--- config.mk ---
export PLATFORM = sky130hd
export DESIGN_NAME = cond_unit_it
export DESIGN_NICKNAME = d
export VERILOG_FILES = /design/src/rtl/cond_pkg.sv /design/src/rtl/cond_eval_nzcv.sv /design/src/rtl/cond_unit_it.sv
export SDC_FILE = /design/constraint.sdc
export NUM_CORES = 1
export LEC_CHECK = 0
export BUFFER_PORTS_ARGS = -buffer_cell sky130_fd_sc_hd__buf_4
export CAP_MARGIN = 20
export CORE_ASPECT_RATIO = 1.5
export CORE_UTILIZATION = 48
export DETAILED_ROUTE_END_ITERATION = 10
export GPL_TIMING_DRIVEN = 0
export PLACE_DENSITY = 0.88
export SYNTH_ARGS = -nofsm -noshare
export SYNTH_HDL_FRONTEND = slang
export SYNTH_SLANG_ARGS = --single-unit
--- constraint.sdc ---
create_clock -name clk -period 4.05 [get_ports clk]
set_input_delay 0.81 -clock clk [delete_from_list [all_inputs] [get_ports clk]]
set_output_delay 0.81 -clock clk [all_outputs]
set_load 0.02 [all_outputs]
--- src/rtl/cond_pkg.sv ---
// Shared definitions for the execute-stage condition unit: ARM condition
// codes, NZCV bit positions and the IT sequencer state encoding.
package cond_pkg;

   // ARM condition field encodings
   localparam logic [3:0] COND_EQ = 4'h0;
   localparam logic [3:0] COND_NE = 4'h1;
   localparam logic [3:0] COND_CS = 4'h2;
   localparam logic [3:0] COND_CC = 4'h3;
   localparam logic [3:0] COND_MI = 4'h4;
   localparam logic [3:0] COND_PL = 4'h5;
   localparam logic [3:0] COND_VS = 4'h6;
   localparam logic [3:0] COND_VC = 4'h7;
   localparam logic [3:0] COND_HI = 4'h8;
   localparam logic [3:0] COND_LS = 4'h9;
   localparam logic [3:0] COND_GE = 4'hA;
   localparam logic [3:0] COND_LT = 4'hB;
   localparam logic [3:0] COND_GT = 4'hC;
   localparam logic [3:0] COND_LE = 4'hD;
   localparam logic [3:0] COND_AL = 4'hE;
   localparam logic [3:0] COND_NV = 4'hF;

   // Bit positions inside the NZCV nibble
   localparam int FLAG_N = 3;
   localparam int FLAG_Z = 2;
   localparam int FLAG_C = 1;
   localparam int FLAG_V = 0;

   // IT sequencer states
   typedef enum logic {
      IT_IDLE   = 1'b0,
      IT_ACTIVE = 1'b1
   } it_state_e;

endpackage

--- src/rtl/cond_eval_nzcv.sv ---
// Combinational ARM condition check: 4-bit condition field against NZCV.
module cond_eval_nzcv
   import cond_pkg::*;
(
   input  logic [3:0] cond,
   input  logic [3:0] flags,
   output logic       pass
);

   logic n, z, c, v;

   assign n = flags[FLAG_N];
   assign z = flags[FLAG_Z];
   assign c = flags[FLAG_C];
   assign v = flags[FLAG_V];

   // Standard ARM condition table; AL and the 1111 encoding both always pass
   always_comb begin
      pass = 1'b1;
      case (cond)
         COND_EQ: pass = z;
         COND_NE: pass = ~z;
         COND_CS: pass = c;
         COND_CC: pass = ~c;
         COND_MI: pass = n;
         COND_PL: pass = ~n;
         COND_VS: pass = v;
         COND_VC: pass = ~v;
         COND_HI: pass = c & ~z;
         COND_LS: pass = ~c | z;
         COND_GE: pass = (n == v);
         COND_LT: pass = (n != v);
         COND_GT: pass = ~z & (n == v);
         COND_LE: pass = z | (n != v);
         COND_AL: pass = 1'b1;
         COND_NV: pass = 1'b1;
         default: pass = 1'b1;
      endcase
   end

endmodule

--- src/rtl/cond_unit_it.sv ---
// Execute-stage condition unit: architectural NZCV register with per-group
// write enables, condition gating of PC/register/memory writes, and an IT
// block sequencer that supplies the condition for predicated followers.
module cond_unit_it
   import cond_pkg::*;
#(
   parameter int NUM_FLAG_GROUPS = 2,
   parameter int IT_DEPTH        = 4,
   parameter int ENABLE_IT       = 1,
   localparam int LW             = $clog2(IT_DEPTH + 1)
) (
   input  logic                       clk,
   input  logic                       reset,
   input  logic                       Valid,
   input  logic                       Stall,
   input  logic                       Flush,
   input  logic [3:0]                 Cond,
   input  logic [3:0]                 ALUFlags,
   input  logic [NUM_FLAG_GROUPS-1:0] FlagW,
   input  logic                       PCS,
   input  logic                       RegW,
   input  logic                       MemW,
   input  logic                       Branch,
   input  logic                       ITStart,
   input  logic [3:0]                 ITCond,
   input  logic [LW-1:0]              ITLen,
   input  logic [IT_DEPTH-1:0]        ITElse,
   output logic [3:0]                 Flags,
   output logic                       CondEx,
   output logic                       PCSrc,
   output logic                       RegWrite,
   output logic                       MemWrite,
   output logic                       ITActive,
   output logic [LW-1:0]              ITRemain
);

   localparam int IW = (IT_DEPTH > 1) ? $clog2(IT_DEPTH) : 1;
   localparam int GW = 4 / NUM_FLAG_GROUPS;   // flag bits per write group

   it_state_e            state_q,  state_d;
   logic [LW-1:0]        remain_q, remain_d;
   logic [IW-1:0]        idx_q,    idx_d;
   logic [3:0]           itcond_q, itcond_d;
   logic [IT_DEPTH-1:0]  itelse_q, itelse_d;
   logic [3:0]           flags_q,  flags_d;

   logic                 fire;
   logic                 it_start;
   logic [3:0]           eff_cond;
   logic                 cond_pass;
   logic [LW-1:0]        len_clamped;

   // Only a real, unstalled, unsquashed instruction may change state or write
   assign fire     = Valid & ~Stall & ~Flush & ~reset;
   assign it_start = ITStart & (ENABLE_IT != 0);

   // Followers inside an active block use the latched IT condition, possibly inverted;
   // an opener (even one restarting a block) is evaluated on its own condition field
   always_comb begin
      eff_cond = Cond;
      if (state_q == IT_ACTIVE && !it_start)
         eff_cond = {itcond_q[3:1], itcond_q[0] ^ itelse_q[idx_q]};
   end

   cond_eval_nzcv u_eval (
      .cond  (eff_cond),
      .flags (flags_q),
      .pass  (cond_pass)
   );

   // The IT opener itself always executes
   assign CondEx   = cond_pass | it_start;
   assign PCSrc    = fire & CondEx & (PCS | Branch);
   assign RegWrite = fire & CondEx & RegW;
   assign MemWrite = fire & CondEx & MemW;
   assign Flags    = flags_q;

   // Per-group flag write: each group independently takes ALUFlags when enabled
   always_comb begin
      flags_d = flags_q;
      if (fire && CondEx) begin
         for (int b = 0; b < 4; b++) begin
            if (FlagW[b / GW])
               flags_d[b] = ALUFlags[b];
         end
      end
   end

   // Over-long IT blocks are trimmed to the sequencer depth
   always_comb begin
      len_clamped = ITLen;
      if (ITLen > LW'(IT_DEPTH))
         len_clamped = LW'(IT_DEPTH);
   end

   // IT next state: flush clears, opener (re)loads, each fired follower consumes a slot,
   // a taken branch terminates the block early
   always_comb begin
      state_d  = state_q;
      remain_d = remain_q;
      idx_d    = idx_q;
      itcond_d = itcond_q;
      itelse_d = itelse_q;
      if (ENABLE_IT == 0) begin
         state_d  = IT_IDLE;
         remain_d = '0;
         idx_d    = '0;
      end else if (Flush) begin
         state_d  = IT_IDLE;
         remain_d = '0;
         idx_d    = '0;
      end else if (fire) begin
         if (it_start) begin
            if (ITLen != '0) begin
               state_d  = IT_ACTIVE;
               remain_d = len_clamped;
               idx_d    = '0;
               itcond_d = ITCond;
               itelse_d = ITElse;
            end
         end else if (state_q == IT_ACTIVE) begin
            if (PCSrc || remain_q <= LW'(1)) begin
               state_d  = IT_IDLE;
               remain_d = '0;
               idx_d    = '0;
            end else begin
               remain_d = remain_q - LW'(1);
               idx_d    = idx_q + IW'(1);
            end
         end
      end
   end

   // State register: synchronous reset returns to IDLE with cleared flags
   always_ff @(posedge clk) begin
      if (reset) begin
         state_q  <= IT_IDLE;
         remain_q <= '0;
         idx_q    <= '0;
         itcond_q <= '0;
         itelse_q <= '0;
         flags_q  <= '0;
      end else begin
         state_q  <= state_d;
         remain_q <= remain_d;
         idx_q    <= idx_d;
         itcond_q <= itcond_d;
         itelse_q <= itelse_d;
         flags_q  <= flags_d;
      end
   end

   // IT status outputs
   always_comb begin
      ITActive = (state_q == IT_ACTIVE);
      ITRemain = remain_q;
   end

endmodule
==> out/metrics.sh <==
MAX_CAP_VIOL_COUNT=0
SYNTH_TOP_AREA_CELL='dfxtp_1'
MIN_DELAY_PATH_DEPTH=2
OUTCOME='finished clean'
DPL.HPWL_MM=2.45
DRCVIOLATIONCOUNT=0
SYNTHDISTINCTLIBCELLS=49
POST-SYNTH-TOP-COUNT-CELL='nor2_1'
DRT_FIRST_ITER_VIOLATIONS=32
POST_SYNTHESIS_CELL_AREA_SQ_MM=0.00133
SYNTH_SEQ_CELLS=18
CTS_HTREE_LEVELS=1
WORSTMARGINPINSLEW_PS=882
AREA.GROWTH.SYNTH_TO_FINAL_PCT=31.5
ANTENNA_CELLS=0
TIMING.REG2REG.SETUP_SLACK_PS=1230
FINALCRITICALPERIOD_PS=3780
CLK_PATH_BUF_DEPTH=2
WORSTSETUPENDPOINTTYPE='output port'
UNREPAIRED_SETUP_ENDPOINTS_AFTER_GLOBAL_ROUTING='false'
FINAL-SETUP-VIOL-COUNT=0
TNS_PS=0
CP-START-KIND='input pin'
SLOWEST_STAGE='clkbuf_1'
DRV_SLEW=0
CRITICAL_PATH_CLASS='in2out'
SW_FRAC_OF_TOTAL=0.244
TOTAL_LEAKAGE_POWER_nW=0.711
PERIOD_SHARE=0.933
IO_PINS=43
MIN-DELAY-PATH-CLASS='reg2reg'
SYNTH.YOSYS.SEQ_AREA_SHARE=0.271
GRT_FIRST_PASS_WIRELENGTH_MM=5.18
GRT_PASS1_VIAS=1207
CLOCK_SINKS=18
TRITONCTS.NUM_BUFFERS=3
FINAL_NET_COUNT=241
CTS.REPORTEDPATHS.CLKPINSLEW_PS=70
DIEHEIGHT_UM=66.4
FINAL-HOLD-VIOLATION-COUNT=0
GLOBALPLACE.CONGESTION=0.899
INITIAL_UTILIZATION=0.502
FILLERINSTANCES=251
SHARE_CLK_OF_TOTAL_POWER=0.363
AVGVIACOUNTPERCELL=5.66
FINAL_ANTENNA_NET_COUNT=0
ROWS=23
YS_TOP_CELLS_BY_AREA='dfxtp_1, mux2i_1, nor2_1'
ROOT_BUFFER='clkbuf_8'
ANTENNA_FOUND_INITIAL=0
POSTSYNTH.TOPFLOPCELL='dfxtp_1'
WORSTSKEWPAIRLATENCY_PS=250
CPPEAKSTAGEDELAY_PS=340
CTS_TREE='done'
MIN-DELAY-START='itelse_q[2]$_SDFFE_PP0P_'
VDD_IR_DROP_MAX_V=0.000167
CORE-AREA_SQ_MM=0.00265
MAPPEDNETLISTNETS=194
DETAILEDROUTE.FIRSTPASSITERATIONCOUNT=4
FINAL.SETUP_SKEW_PS=1.22
SYNTH-WARNING-COUNT=0
COMBPWRFRAC=0.188
CELLINTERNALPOWER_mW=0.305
YS_TOP_CELLS_BY_COUNT='nor2_1, dfxtp_1, mux2i_1'
GLOBAL_ROUTE_CONGESTION_OVERFLOW_TOTAL=0
CTS_HOLD_BUFFERS=0
SYNTH_EDF_COUNT=0
PLACED_CELLS=240
GR-USAGE-ALL-LAYERS=0.227
TIMING.RR.START='idx_q[0]$_SDFFE_PP0P_'
TIMING.CRITICAL_PATH.CELLS='buf_4, clkbuf_1, nor2b_1, a221oi_1, nor2_1, a311oi_1, nand4_1, or2_1, buf_6, and3_2, buf_4'
R2R_CELLS=9
PATH_COMMON_CELL='buf_4'
SYN_AVG_CELL_AREA_SQ_UM=8.25
STDCELL_COUNT=244
WHS_ENDPOINT='itelse_q[2]$_SDFFE_PP0P_'
CELLPOWERDENSITY_mW_PER_MM2=231
TIMING.CRITICAL_PATH.ARRIVAL_PS=2970
GRT_START_MAX_NET_PINS=11
CHIPWIDTH_UM=45.0
FMAX_MHz=265
DR_TOTAL_VIAS=1380
SEQUENTIALPOWERSHARE=0.449
ROUTED_WIRELENGTH_MM=3.24
POWER_SWITCHING_mW=0.0987
ASYNC_FLOP_SHARE=0
CRITPATHMAXFANOUT=10
MAX-SLEW-MARGIN-REL=0.410
REG2REG_TO='Flags[1]$_SDFFE_PP0P_'
PLACEMENT.IO_BUFFERS=42
DRIVE_GT1_FRAC=0.290
POST-SYNTH-TOP-AREA-FRACTION=0.271
DIEAREA_SQ_MM=0.00299
WORST_EP_REQUIRED_TIME_PS=3240
POST_SYNTH_INST_COUNT=161
DETAIL_ROUTE.WL_PER_CELL_UM=13.3
## critical path, delay by kind of cell
family / cells / cell delay [ps]
and+or+nand+nor: 5 / 930
AOI/OAI and AO/OA: 2 / 500
buffers and inverters: 4 / 720
## layout by cell type (no fill, tap or decap), types with 3 or more instances in the layout
master	n
clkbuf_1	4
nand4_1	4
o211ai_1	3
nand2_1	9
nor2_1	21
nand3b_1	3
a31oi_1	5
dfxtp_1	18
buf_4	42
mux2_4	3
inv_1	8
o21ai_0	7
nor2b_1	7
a21oi_1	5
mux2i_1	14
o31ai_1	3
xor2_1	5
clkbuf_8	4
## power by group through the flow
stage	Clock [mW]	Combinational (mW)	Sequential (mW)
final	0.147	0.0759	0.181
after global routing	0.155	0.0815	0.182
after CTS	0.148	0.0752	0.181
after detailed placement	0	0.0747	0.186
after global placement	0	0.0734	0.186
after floorplan	0	0.0369	0.186
## sequential cells by signal, summed over array words and instances, names as in the netlist
name and count:
itelse_q 4, Flags 4, idx_q 2, ITRemain 3, ITActive 1, itcond_q 4
## metrics by stage
step	total power, mW	setup WS [ps]	area [sq um]	util	hold slack, ps
6_report	0.404	272	1750	0.660	531
2_1_floorplan	0.223	643	1330	-	472
4_1_cts	0.405	143	1750	0.659	531
5_1_grt	0.418	146	1750	0.660	580
3_3_place_gp	0.259	213	1690	0.638	500
3_5_place_dp	0.260	167	1690	0.638	513
## final cells by class
class | instances | area (sq um) | share of cell area
Clock buffer | 4 | 55.1 | 0.0315
Sequential cell | 18 | 360 | 0.206
Timing Repair Buffer | 42 | 315 | 0.181
Inverter | 8 | 30.0 | 0.0172
Multi-Input combinational cell | 127 | 897 | 0.514
Tap cell | 37 | 46.3 | 0.0265
Buffer | 8 | 42.5 | 0.0244
## routing by layer
metal / GRT usage / routed length [um]
met1: 0.278 / 1390
met2: 0.399 / 1670
met3: 0.0246 / 146
met4: 0.0682 / 40
met5: 0 / 0
## worst max-delay path by stage
stage             from        to  cells after the start
4_1_cts        ITStart  MemWrite                     11
3_3_place_gp   ITStart  MemWrite                     11
5_1_grt        ITStart  MemWrite                     11
6_report       ITStart  MemWrite                     11
2_1_floorplan  ITStart  MemWrite                      9
3_5_place_dp   ITStart  MemWrite                     11
## kinds of logic after synthesis
group	after synthesis	synth area share
flip-flops	18	0.271
multiplexers	19	0.165
buffers and inverters	16	0.0537
adder cells (fa/ha/maj)	2	0.0188
AND/OR/NAND/NOR	64	0.265
AO/OA/AOI/OAI	35	0.181
XOR/XNOR	7	0.0461
## what timing repair did
action	in CTS	in global routing
gates resized for setup	0	2
buffers inserted	0	0
endpoints found under the setup margin	0	1
Note: power is estimated with default switching activity, not from simulation.
